<file path="src/rtl/mrfm_decim_avg_pkg.sv">
// Shared constants and types for the MRFM decimating averager.
// Holds the settings-register address, the maximum decimation shift and the
// accumulator guard width used by both the control block and the channel slices.
package mrfm_decim_avg_pkg;

    // Settings-bus address of the decimation shift register
    localparam logic [6:0] MRFM_SR_ADDR   = 7'd72;
    // Largest supported shift; N = 2^8 = 256 samples per output
    localparam logic [3:0] MRFM_MAX_SHIFT = 4'd8;
    // Extra accumulator bits so 256 full-scale samples cannot overflow
    localparam int         MRFM_ACC_GUARD = 8;
    // Number of sample channels (I, Q, I', Q')
    localparam int         MRFM_NUM_CH    = 4;

    typedef enum logic [1:0] {
        ST_IDLE  = 2'd0,
        ST_ACCUM = 2'd1,
        ST_DUMP  = 2'd2
    } state_t;

    // Requested shifts above the maximum are held at the maximum
    function automatic logic [3:0] clamp_shift(input logic [3:0] k);
        return (k > MRFM_MAX_SHIFT) ? MRFM_MAX_SHIFT : k;
    endfunction

endpackage

</file>
<file path="src/rtl/mrfm_decim_avg_acc.sv">
// Single-channel accumulate / shift / round slice for mrfm_decim_avg.
// On i_dump the running sum (including the current sample) is shifted right
// by i_shift into the output register and the accumulator restarts from zero.
// Optional feature macro: MRFM_DECIM_AVG_ROUND_EN adds 2^(k-1) before the
// shift (round half up); without it the shift truncates toward -infinity.
module mrfm_avg_acc
    import mrfm_decim_avg_pkg::*;
#(
    parameter int CH_W = 16
) (
    input  logic                   clock,
    input  logic                   reset_n,
    input  logic                   i_clr,
    input  logic                   i_add,
    input  logic                   i_dump,
    input  logic [3:0]             i_shift,
    input  logic signed [CH_W-1:0] i_din,
    output logic signed [CH_W-1:0] o_dout
);

    localparam int ACC_W = CH_W + MRFM_ACC_GUARD;

    logic signed [ACC_W-1:0] r_acc;
    logic signed [CH_W-1:0]  r_out;
    logic signed [ACC_W-1:0] w_din_x;
    logic signed [ACC_W-1:0] w_sum;
    logic signed [ACC_W-1:0] w_rsum;
    logic signed [ACC_W-1:0] w_shifted;
    logic                    w_unused_hi;

    assign w_din_x = {{MRFM_ACC_GUARD{i_din[CH_W-1]}}, i_din};
    assign w_sum   = r_acc + w_din_x;

`ifdef MRFM_DECIM_AVG_ROUND_EN
    // Half an LSB of the output weight; the guard bits absorb it without overflow
    logic signed [ACC_W-1:0] w_rnd;
    assign w_rnd  = (i_shift == 4'd0) ? '0 : (ACC_W'(1) <<< (i_shift - 4'd1));
    assign w_rsum = w_sum + w_rnd;
`else
    assign w_rsum = w_sum;
`endif

    // Arithmetic shift keeps the sign, so truncation is toward -infinity
    assign w_shifted   = w_rsum >>> i_shift;
    assign w_unused_hi = ^w_shifted[ACC_W-1:CH_W];
    assign o_dout      = r_out;

    // Accumulator and held output; dump captures sum+sample and reloads zero
    always_ff @(posedge clock or negedge reset_n) begin
        if (!reset_n) begin
            r_acc <= '0;
            r_out <= '0;
        end else if (i_dump) begin
            r_acc <= '0;
            r_out <= w_shifted[CH_W-1:0];
        end else if (i_clr) begin
            r_acc <= '0;
        end else if (i_add) begin
            r_acc <= w_sum;
        end
    end

endmodule

</file>
<file path="src/rtl/mrfm_decim_avg.sv">
// MRFM decimating averager: sums 2^k input strobes per channel and emits one
// averaged sample set with a one-cycle out_strobe. Holds the control FSM,
// sample counter and settings decode; the four channel datapaths are
// mrfm_avg_acc slices. Optional feature macro: MRFM_DECIM_AVG_ROUND_EN.
module mrfm_decim_avg
    import mrfm_decim_avg_pkg::*;
#(
    parameter logic [6:0] SR_ADDR = MRFM_SR_ADDR,
    parameter int         CH_W    = 16
) (
    input  logic                   clock,
    input  logic                   reset_n,
    input  logic                   enable,
    input  logic                   serial_strobe,
    input  logic [6:0]             serial_addr,
    input  logic [31:0]            serial_data,
    input  logic                   in_strobe,
    input  logic signed [CH_W-1:0] i_in,
    input  logic signed [CH_W-1:0] q_in,
    input  logic signed [CH_W-1:0] ip_in,
    input  logic signed [CH_W-1:0] qp_in,
    output logic                   out_strobe,
    output logic signed [CH_W-1:0] i_out,
    output logic signed [CH_W-1:0] q_out,
    output logic signed [CH_W-1:0] ip_out,
    output logic signed [CH_W-1:0] qp_out,
    output logic [3:0]             shift_rb
);

    state_t      r_state;
    state_t      w_state_nxt;
    logic [1:0]  r_sync;
    logic [3:0]  r_k;
    logic [7:0]  r_cnt;

    logic        w_run;
    logic        w_wr;
    logic        w_accept;
    logic        w_done;
    logic        w_clr;
    logic        w_add;
    logic [8:0]  w_cnt_nxt;
    logic [8:0]  w_n;
    logic        w_unused_sd;

    logic [MRFM_NUM_CH-1:0][CH_W-1:0] w_din;
    logic [MRFM_NUM_CH-1:0][CH_W-1:0] w_dout;

    assign w_run       = r_sync[1];
    assign w_wr        = serial_strobe && (serial_addr == SR_ADDR);
    assign w_unused_sd = ^serial_data[31:4];

    // A settings write wins over a coincident sample; DUMP accepts the next block's first sample
    assign w_accept  = in_strobe && enable && !w_wr &&
                       ((r_state == ST_ACCUM) || (r_state == ST_DUMP));
    assign w_cnt_nxt = {1'b0, r_cnt} + 9'd1;
    assign w_n       = 9'd1 << r_k;
    assign w_done    = w_accept && (w_cnt_nxt == w_n);
    assign w_add     = w_accept && !w_done;

    // Two-flop synchroniser on reset release; the FSM waits for it before running
    always_ff @(posedge clock or negedge reset_n) begin
        if (!reset_n) r_sync <= 2'b00;
        else          r_sync <= {r_sync[0], 1'b1};
    end

    // FSM state register
    always_ff @(posedge clock or negedge reset_n) begin
        if (!reset_n) r_state <= ST_IDLE;
        else          r_state <= w_state_nxt;
    end

    // FSM next state; DUMP lasts one cycle even if enable drops meanwhile
    always_comb begin
        w_state_nxt = r_state;
        case (r_state)
            ST_IDLE:  if (enable && w_run) w_state_nxt = ST_ACCUM;
            ST_ACCUM: begin
                if (!enable)     w_state_nxt = ST_IDLE;
                else if (w_done) w_state_nxt = ST_DUMP;
            end
            ST_DUMP: begin
                if (!enable)     w_state_nxt = ST_IDLE;
                else if (w_done) w_state_nxt = ST_DUMP;
                else             w_state_nxt = ST_ACCUM;
            end
            default:             w_state_nxt = ST_IDLE;
        endcase
    end

    // FSM outputs: strobe in DUMP, clear whenever idle, disabled or reconfigured
    always_comb begin
        out_strobe = 1'b0;
        w_clr      = 1'b0;
        case (r_state)
            ST_IDLE:  w_clr = 1'b1;
            ST_ACCUM: w_clr = !enable || w_wr;
            ST_DUMP: begin
                out_strobe = 1'b1;
                w_clr      = !enable || w_wr;
            end
            default:  w_clr = 1'b1;
        endcase
    end

    // Sample counter; wraps to zero at block completion
    always_ff @(posedge clock or negedge reset_n) begin
        if (!reset_n)             r_cnt <= '0;
        else if (w_clr || w_done) r_cnt <= '0;
        else if (w_accept)        r_cnt <= w_cnt_nxt[7:0];
    end

    // Decimation shift register, clamped on write
    always_ff @(posedge clock or negedge reset_n) begin
        if (!reset_n)  r_k <= '0;
        else if (w_wr) r_k <= clamp_shift(serial_data[3:0]);
    end

    assign shift_rb = r_k;

    assign w_din = {qp_in, ip_in, q_in, i_in};

    for (genvar g = 0; g < MRFM_NUM_CH; g++) begin : g_ch
        mrfm_avg_acc #(
            .CH_W (CH_W)
        ) u_acc (
            .clock   (clock),
            .reset_n (reset_n),
            .i_clr   (w_clr),
            .i_add   (w_add),
            .i_dump  (w_done),
            .i_shift (r_k),
            .i_din   (w_din[g]),
            .o_dout  (w_dout[g])
        );
    end

    assign i_out  = w_dout[0];
    assign q_out  = w_dout[1];
    assign ip_out = w_dout[2];
    assign qp_out = w_dout[3];

endmodule

</file>
<file path="config.mk">
export PLATFORM = sky130hd
export DESIGN_NAME = mrfm_decim_avg
export DESIGN_NICKNAME = d
export VERILOG_FILES = /design/src/rtl/mrfm_decim_avg_pkg.sv /design/src/rtl/mrfm_decim_avg_acc.sv /design/src/rtl/mrfm_decim_avg.sv
export SDC_FILE = /design/constraint.sdc
export NUM_CORES = 1
export LEC_CHECK = 0
export ABC_AREA = 1
export ABC_CLOCK_PERIOD_IN_PS = 2300
export BUFFER_PORTS_ARGS = -buffer_cell sky130_fd_sc_hd__buf_2
export CAP_MARGIN = 20
export CELL_PAD_IN_SITES_DETAIL_PLACEMENT = 1
export CELL_PAD_IN_SITES_GLOBAL_PLACEMENT = 1
export CORE_MARGIN = 2
export CORE_UTILIZATION = 38
export CTS_CLUSTER_SIZE = 8
export DETAILED_ROUTE_END_ITERATION = 16
export PLACE_DENSITY_LB_ADDON = 0.1
export SLEW_MARGIN = 25
export SYNTH_ARGS = -nofsm -noshare
export SYNTH_HDL_FRONTEND = slang
export SYNTH_SLANG_ARGS = --single-unit
</file>
<file path="constraint.sdc">
create_clock -name clock -period 2.3 [get_ports clock]
set_clock_uncertainty 0.15 [all_clocks]
set_input_delay 0.345 -clock clock [delete_from_list [all_inputs] [get_ports clock]]
set_output_delay 0.345 -clock clock [all_outputs]
set_load 0.02 [all_outputs]
</file>
======== Word level (Yosys, flattened, before mapping) ========
Cells that the tools add are included.
cells by class
  add/sub/neg operators ................... 5
  magnitude comparators ................... 1
  equality and inequality tests ........... 6
  shift-type cells ........................ 5
  mux-type cells .......................... 23
  reductions and logical operators ........ 18
operators with widths
  cell                 count
  $mux 24              12
  $add 24x16->24       4
  $sshr 24x4->16       4
  $mux 8               2
  $mux 2               5
  $add 8x1->9 const B  1
  $eq 9x9->1           1
  $shl 1x4->9 const A  1
  $eq 7x7->1 const B   1
  $logic_and 1x1->1    7
  $pmux 2 s3           1
  $gt 4x4->1 const B   1
  $mux 4               1
  $logic_not 1->1      3
  $logic_or 1x1->1     3
  $ne 3x3->1 const B   1
  $reduce_bool 3->1    1
  $eq 2x1->1 const B   1
  $eq 2x2->1 const B   1
  $logic_not 2->1      1
  $mux 1               2
  $ne 2x2->1 const B   1
  $reduce_and 2->1     1
  $reduce_bool 2->1    1
  $reduce_or 2->1      1
storage, ports and cells
  bits in registers ....................... 176
  input bits .............................. 108
  output and inout port bits .............. 69
  word-level logic and storage cells ...... 70

======== Logic depth before layout (Yosys ltp) ========
Gate-level depths: netlist (run 1).
  depth after elaboration ................. 11
  mapped depth ............................ 20
  mapped depth without buffers ............ 20

======== Hierarchy ========
From an unflattened synthesis (run 1), not the netlist that was laid out.
second synthesis, totals
  cells, all modules ...................... 3220
  area total of the unflattened synthesis .. 18921.9 um^2
modules (own cells, without submodules)
  module                             instances  cells an instance  area each (um^2)  sequential area each (um^2)
  mrfm_avg_acc at g_ch[0].u_acc ...  2          759                4506.8            1001.0
  mrfm_avg_acc at g_ch[2].u_acc      1          754                4383.0            1001.0
  mrfm_avg_acc at g_ch[3].u_acc      1          754                4302.9            1001.0
  mrfm_decim_avg                     1          194                1222.4            400.4

======== Least setup slack after synthesis (run 1) ========
OpenSTA, ideal clock, no wires.
  path type ............................... input-to-reg
  start ................................... in q_in[0]
  end ..................................... reg g_ch[1].u_acc.r_out[9]
  setup time .............................. 0.117 ns
  arrival time ............................ 2.123 ns
  data required time ...................... 2.033 ns
  slack ................................... -0.090 ns
  stages .................................. 19
  path through ............................ ha_1 -> inv_1 -> fa_1 -> inv_1 -> nand3_1 -> nand2_1 -> nand2_1 -> nand2_1 -> nand3_1 -> nand2_1 -> nand2_1 -> nand2_1 -> nand2_1 -> nand3_1 -> nand3_1 -> nand2_1 -> nor2_1 -> nor2_1 -> nor2_1
between the ends
  longest elaborated chain between the ends .. 2
RTL lines
  what                  line                      source
  from (decl)           mrfm_decim_avg.sv:19      input logic signed [CH_W-1:0] q_in,
  $add 24x16->24        mrfm_decim_avg_acc.sv:32  assign w_sum = r_acc + w_din_x;
  $sshr 24x4->16        mrfm_decim_avg_acc.sv:44  assign w_shifted = w_rsum >>> i_shift;
  to (signal assigned)  mrfm_decim_avg_acc.sv:55  r_out <= w_shifted[CH_W-1:0];
  to (decl)             mrfm_decim_avg_acc.sv:24  logic signed [CH_W-1:0] r_out;
No other way between the ends.
A chain may end at the register's enable or synchronous reset.

======== Final worst setup path (run 1) ========
  start ................................... reg r_cnt[0]
  end ..................................... reg g_ch[2].u_acc.r_out[10]
between the ends
  longest elaborated chain between the ends .. 3
RTL lines
  what                    line                      source
  from (decl)             mrfm_decim_avg.sv:34      logic [7:0] r_cnt;
  from (signal assigned)  mrfm_decim_avg.sv:110     else if (w_accept) r_cnt <= w_cnt_nxt[7:0];
  $add 8x1->9             mrfm_decim_avg.sv:56      assign w_cnt_nxt = {1'b0, r_cnt} + 9'd1;
  $eq 9x9->1              mrfm_decim_avg.sv:58      assign w_done = w_accept && (w_cnt_nxt == w_n);
  $logic_and 1x1->1       mrfm_decim_avg.sv:58
  to (signal assigned)    mrfm_decim_avg_acc.sv:55
  to (decl)               mrfm_decim_avg_acc.sv:24
No other way between the ends.

==> run summary, run 1 <==
cell count after synthesis -> 3,140
Max stage delay on crit path -> 0.43 ns
Mapped Avg Cell Area -> 5.79 um^2
Max Slew Vio Count -> 0
share of layout cells above drive strength 1 -> 38.9%
H-tree Lvls -> 4
Slew headroom -> 40.6%
total routing usage reported by global routing -> 34.1%
largest net degree at the start of global routing -> 93
vias in the first global route -> 25,100
Startpoint Class -> register
max_cap viols -> 0
worst hold path type -> in2reg
initial antenna violation count -> 0
first-pass GRT wire length -> 134 mm
unrepaired setup endpoints after global routing -> true
overall die width -> 223 um
most frequent cell on the critical path -> nand3_2
Crit. End Element -> register
Post-synth top flop -> dfrtp_1
Boundary Pins -> 177
dpl hpwl -> 61.2 mm
overall power -> 21.3 mW
worst hold slack -> 0.144 ns
Layout area overhead -> 54.8%
final setup fails -> 172
cell area after synthesis -> 0.0182 mm^2
DRC viols -> 0
cts bufs inserted -> 17
Max Fclk -> 373 MHz
sequential fraction of the synthesis area -> 24.2%
failing checks -> negative setup slack
final hold vios -> 0
Avg Vias per Cell -> 5.65
crit share post-route -> 117%
cell row count -> 80
CTS Sinks -> 176
Tmin final -> 2.68 ns
Final WS setup -> -0.382 ns
vias after detailed routing -> 24,400
Total Wirelength -> 94.1 mm
Synth cell types -> 39
Die Height -> 223 um
Post-DRT Antenna Nets -> 0
final net count -> 3,895
CP required -> 2.56 ns
CP Buf/Inv Count -> 4
crit-path leading delay family -> simple AND/OR/NAND/NOR gates
highest-delay cell along the critical path -> dfrtp_1
Overflow after GRT -> 0
async set or reset register ratio after synthesis -> 100%
drt pass-1 iters -> 5
crit path max fanout -> 7
pwr dens -> 756 mW/mm^2
WS Path Type -> reg2reg
root buf cell -> clkbuf_16
Starting Density -> 38.3%
worst path cell trace -> ha_4 > nand3_4 > nor2_4 > buf_6 > nand2_1 > nand3_2 > nand4_1 > nor3_2 > nand3_2 > nor2_4 > buf_12 > buf_12 > buf_16 > nand3_2 > nor2_1 > nor2_1
routed length per instance -> 21.8 um
total core area -> 0.0474 mm^2
Syn Nets -> 3,349
DIE AREA -> 0.0496 mm^2
port bufs -> 148
EDFF count, synth -> 0
status -> complete, but fails checks
CP arrival -> 2.95 ns
TritonCTS clock tree -> yes
#FFs+latches synth -> 176
Yosys warnings -> 0
worst slack at placement -> -0.578 ns
worst slew pin tran -> 0.891 ns
peak supply drop -> 0.541 mV
DR iter-0 viols -> 1,591
GP Congestion -> 0.908
deepest clock path buffer count -> 2
Pleak -> 14.8 nW
ant diodes -> 0
Clock transition at path regs -> 0.08 ns
Clock Latency Late Sink -> 0.52 ns
[per-stage QoR]
| stage | std cells | area [um^2] | util [%] | setup TNS [ns] |
|---|---|---|---|---|
| floorplan | 3140 | 18200 | - | -0.0293 |
| global placement | 4183 | 22300 | 47.0 | -37.48 |
| detailed placement | 4183 | 22300 | 47.0 | -53.11 |
| CTS | 4268 | 25500 | 53.7 | -28.45 |
| global route | 4314 | 28100 | 59.3 | -62.76 |
| finish | 4314 | 28100 | 59.3 | -51.54 |
[placed cells by master (no fill, tap or decap), drive strengths merged, types with 19 or more instances in the layout]
master | Yosys | layout
o21ai | 108 | 108
buf | 54 | 627
nand2 | 1141 | 1141
inv | 420 | 424
nand4 | 71 | 71
nor2 | 240 | 240
clkbuf | 61 | 27
a21oi | 87 | 87
dfrtp | 176 | 176
xnor2 | 19 | 19
nand3 | 568 | 568
ha | 97 | 97
[flip-flops by register name (all words and copies together) (netlist names)]
signal / flops
r_sync: 2
shift_rb: 4
r_state: 2
r_cnt: 8
g_ch.u_acc.o_dout: 64
g_ch.u_acc.r_acc: 96
[cell usage after synthesis, types with 5 or more instances]
library cell | instances | share of area [%]
xor2_1 | 18 | 0.87
o21ai_1 | 35 | 0.96
nand4_1 | 71 | 2.4
nand3b_1 | 11 | 0.45
buf_6 | 13 | 0.81
o211ai_1 | 14 | 0.58
nor3_1 | 8 | 0.22
o221ai_1 | 5 | 0.24
clkbuf_1 | 61 | 1.3
ha_1 | 97 | 6.7
inv_1 | 413 | 8.5
inv_2 | 7 | 0.14
o21ai_0 | 73 | 2.0
nor2_1 | 233 | 4.8
dfrtp_1 | 176 | 24
a21oi_1 | 87 | 2.4
buf_2 | 12 | 0.33
nand2_1 | 1140 | 24
nand3_1 | 567 | 16
and2_1 | 15 | 0.52
buf_1 | 27 | 0.56
o22ai_1 | 11 | 0.38
xnor2_1 | 19 | 0.92
[worst min-delay path: stages]
cell	delay, ns
buf_2	0.12
ha_4	0.13
inv_1	0.06
o21ai_2	0.13
[cell families (layout without fill, tap and decap cells)]
kind of cell | Yosys count | in the layout | share of synthesized area [%]
flops | 176 | 176 | 24.2
fa+ha+maj | 101 | 101 | 7.12
other cells | 1 | 1 | 0.0206
buf+inv | 536 | 1095 | 11.7
xor+xnor | 37 | 37 | 1.78
compound gates | 230 | 230 | 6.80
simple gates | 2056 | 2056 | 48.1
mux | 3 | 3 | 0.165
[per-layer routing]
layer | vias to the layer above | track usage, % | routed length (um)
li1 | 11200 | - | -
met5 | - | 0 | 0
met3 | 238 | 3.99 | 4360
met4 | 0 | 14.0 | 4310
met2 | 727 | 59.9 | 46800
met1 | 12200 | 42.3 | 38700
[area by class of cell]
class                   count  area [um^2]
well taps                 615          769
clock inverters            13          196
repair buffers            642         5160
fillers                  6164        19300
flip-flops and latches    176         4420
inverters                 421         1580
clock buffers              19          443
multi-input cells        2428        15600
[what timing repair did]
item	CTS	global route
hold buffers	7	0
hold endpoints to repair	42	0
gates resized for setup	408	544
gates cloned	5	9
buffers inserted	41	40
endpoints found under the setup margin	171	171
pin swaps	106	129
[worst paths after layout]
check / endpoint / depth (start not counted) / slack (ns) / startpoint
max in group asynchronous: g_ch[3].u_acc.r_acc[7]$_DFFE_PN0P_ / 3 / 1.07 / reset_n
worst min-delay path: g_ch[0].u_acc.r_acc[0]$_DFFE_PN0P_ / 4 / 0.14 / i_in[0]
worst min register to register: r_sync[1]$_DFF_PN0_ / 0 / 0.20 / r_sync[0]$_DFF_PN0_
worst max-delay path: g_ch[2].u_acc.o_dout[10]$_DFFE_PN0N_ / 16 / -0.38 / r_cnt[0]$_DFFE_PN0P_
min in group asynchronous: shift_rb[1]$_DFFE_PN0P_ / 2 / 0.24 / reset_n
worst max register to register: g_ch[2].u_acc.o_dout[10]$_DFFE_PN0N_ / 16 / -0.38 / r_cnt[0]$_DFFE_PN0P_
[power breakdown]
group / internal, mW / switching (mW)
clock: 1.87 / 1.58
combinational: 4.99 / 7.94
sequential: 3.87 / 0.994
total: 10.7 / 10.5
Note: power is estimated with default switching activity, not from simulation.
==> run 2: changes to the inputs <==
TNS_END_PERCENT = 10   (was default)
==> run 2 against run 1 <==
Final cell count is 0.95% lower. Maximum frequency grew 0.17%. First-iteration DRC count decreased by 20%. Count of clock-buffer cells in the layout did not move. Power fell by 6.0%. Worst setup slack better by 0.0046 ns. The flow still finishes with violations (negative setup slack). Largest cell class unchanged.
==> run summary, run 2 (synthesis gave the netlist of run 1 again) <==
DIE AREA -> 0.0496 mm^2 (unchanged)
crit-path leading delay family -> buffers and inverters (was simple AND/OR/NAND/NOR gates)
pwr dens -> 757 mW/mm^2 (was 756 mW/mm^2)
deepest clock path buffer count -> 2 (unchanged)
cell row count -> 80 (unchanged)
routed length per instance -> 20.0 um (was 21.8 um)
Layout area overhead -> 45.1% (was 54.8%)
most frequent cells in the layout -> nand2_1 (1,009), nand3_1 (409), buf_4 (402) (was nand2_1 (955), buf_4 (414), inv_1 (391))
placed instance area -> 0.0223 mm^2 (unchanged)
unrepaired setup endpoints after global routing -> true (unchanged)
Total Wirelength -> 85.3 mm (was 94.1 mm)
Avg Vias per Cell -> 5.47 (was 5.65)
CTS Sinks -> 176 (unchanged)
overall power -> 20.0 mW (was 21.3 mW)
DRC viols -> 0 (unchanged)
drt pass-1 iters -> 5 (unchanged)
failing checks -> negative setup slack (unchanged)
DR iter-0 viols -> 1,280 (was 1,591)
worst hold path type -> in2reg (unchanged)
Boundary Pins -> 177 (unchanged)
initial antenna violation count -> 0 (unchanged)
CP Buf/Inv Count -> 6 (was 4)
Final WS setup -> -0.378 ns (was -0.382 ns)
final setup fails -> 170 (was 172)
dpl hpwl -> 61.2 mm (unchanged)
Max stage delay on crit path -> 0.42 ns (was 0.43 ns)
Die Height -> 223 um (unchanged)
register bank with the most flops -> g_ch.u_acc.r_acc (unchanged)
share of layout cells above drive strength 1 -> 32.0% (was 38.9%)
TritonCTS clock tree -> yes (unchanged)
total core area -> 0.0474 mm^2 (unchanged)
peak supply drop -> 0.597 mV (was 0.541 mV)
largest net degree at the start of global routing -> 93 (unchanged)
first-pass GRT wire length -> 130 mm (was 134 mm)
H-tree Lvls -> 4 (unchanged)
Pleak -> 14.1 nW (was 14.8 nW)
Clock Latency Late Sink -> 0.51 ns (was 0.52 ns)
Starting Density -> 38.3% (unchanged)
worst path cell trace -> ha_4 > buf_6 > xnor2_4 > xnor2_2 > buf_4 > nand4_1 > nor3_2 > nand3_2 > nor2_4 > buf_12 > buf_12 > buf_4 > buf_16 > nor2_1 > a21oi_1 (was ha_4 > nand3_4 > nor2_4 > buf_6 > nand2_1 > nand3_2 > nand4_1 > nor3_2 > nand3_2 > nor2_4 > buf_12 > buf_12 > buf_16 > nand3_2 > nor2_1 > nor2_1)
Crit. End Element -> register (unchanged)
Max Fclk -> 373 MHz (about the same)
vias after detailed routing -> 23,400 (was 24,400)
worst slack at placement -> -0.578 ns (unchanged)
Tmin final -> 2.68 ns (about the same)
max_cap viols -> 0 (unchanged)
CP arrival -> 2.96 ns (was 2.95 ns)
highest-delay cell along the critical path -> dfrtp_1 (unchanged)
overall die width -> 223 um (unchanged)
Clock transition at path regs -> 0.08 ns (about the same)
total routing usage reported by global routing -> 33.2% (was 34.1%)
Finished Cell Area -> 0.0264 mm^2 (was 0.0281 mm^2)
status -> complete, but fails checks (unchanged)
final hold vios -> 0 (unchanged)
Post-DRT Antenna Nets -> 0 (unchanged)
Max Slew Vio Count -> 0 (unchanged)
crit path max fanout -> 6 (was 7)
Util after Layout -> 55.6% (was 59.3%)
Overflow after GRT -> 0 (unchanged)
final net count -> 3,854 (was 3,895)
vias in the first global route -> 24,600 (was 25,100)
worst slew pin tran -> 0.673 ns (was 0.891 ns)
Startpoint Class -> register (unchanged)
Slew headroom -> 55.1% (was 40.6%)
Largest register FFs -> 96 (unchanged)
commonest non-fill, non-tap cell in the layout -> nand2_1 (unchanged)
root buf cell -> clkbuf_16 (unchanged)
crit share post-route -> 116% (was 117%)
CP required -> 2.58 ns (was 2.56 ns)
WS Path Type -> reg2reg (unchanged)
sum of negative setup slack -> -33.51 ns (was -51.54 ns)
GP Congestion -> 0.908 (unchanged)
ant diodes -> 0 (unchanged)
cts bufs inserted -> 17 (unchanged)
port bufs -> 148 (unchanged)
-- run 2: cell types whose count changed in the layout (fill, tap and decap cells not counted), moves of 35 or more --
cell,before,now
nand2_1,955,1009
nand2_2,159,119
nand3_1,362,409
nand3_2,186,151
o21ai_1,30,76
o21ai_2,62,4
-- run 2: path summary, 6_finish.rpt --
| path | from | endpoint | slack [ns] | depth (start not counted) |
|---|---|---|---|---|
| max | r_cnt[1]$_DFFE_PN0P_ | g_ch[1].u_acc.o_dout[1]$_DFFE_PN0N_ | -0.38 | 15 |
| min | ip_in[0] | g_ch[2].u_acc.r_acc[0]$_DFFE_PN0P_ | 0.12 | 4 |
| max reg2reg | r_cnt[1]$_DFFE_PN0P_ | g_ch[1].u_acc.o_dout[1]$_DFFE_PN0N_ | -0.38 | 15 |
| min reg2reg | r_sync[0]$_DFF_PN0_ | r_sync[1]$_DFF_PN0_ | 0.20 | 0 |
| max in group asynchronous | reset_n | g_ch[3].u_acc.r_acc[7]$_DFFE_PN0P_ | 1.08 | 3 |
| min in group asynchronous | reset_n | g_ch[1].u_acc.o_dout[3]$_DFFE_PN0N_ | 0.25 | 2 |
-- run 2: timing repair --
item,4_1_cts,5_1_grt
hold buffers,7,0
setup buffers,25,23
cloned,4,0
resized for setup,288,356
endpoints found under the hold margin,42,0
pin swaps,46,118
setup endpoints to repair,171,171
-- run 2: area by class of cell --
type / count / area (um^2)
tap: 615 / 769
multi-input combinational: 2428 / 14400
sequential: 176 / 4420
clock inverter: 13 / 196
fill: 6364 / 21100
clock buffer: 19 / 443
inverter: 421 / 1580
timing repair buffer: 601 / 4570
-- run 2: power breakdown --
part           switching [mW]  total, mW  internal [mW]
clock network            1.56       3.43           1.87
registers               0.926       4.80           3.87
logic                    7.20       11.7           4.54
total                    9.68       20.0           10.3
-- run 2: through the flow --
step,hold WS [ns],instances
after detailed placement,0.186,4183
after global placement,0.182,4183
after CTS,0.0870,4251
after global routing,0.130,4273
after floorplan,-0.101,3140
final,0.120,4273
-- run 2: worst reg2reg max path, cell delays in order, from the launching register on --
cell and delay, ns:
dfrtp_1 0.42, ha_4 0.20, buf_6 0.13, xnor2_4 0.23, xnor2_2 0.15, buf_4 0.12
nand4_1 0.09, nor3_2 0.20, nand3_2 0.11, nor2_4 0.17, buf_12 0.14, buf_12 0.11
buf_4 0.12, buf_16 0.13, nor2_1 0.04, a21oi_1 0.11
-- run 2: metal layers --
metal  vias to the layer above  GRT usage (%)  part of all wire (%)
met4                         0           13.8                   4.4
met3                       196           4.18                   3.2
li1                      11100              -                     -
met1                     11600           41.6                    44
met5                         -              0                     0
met2                       512           57.6                    49
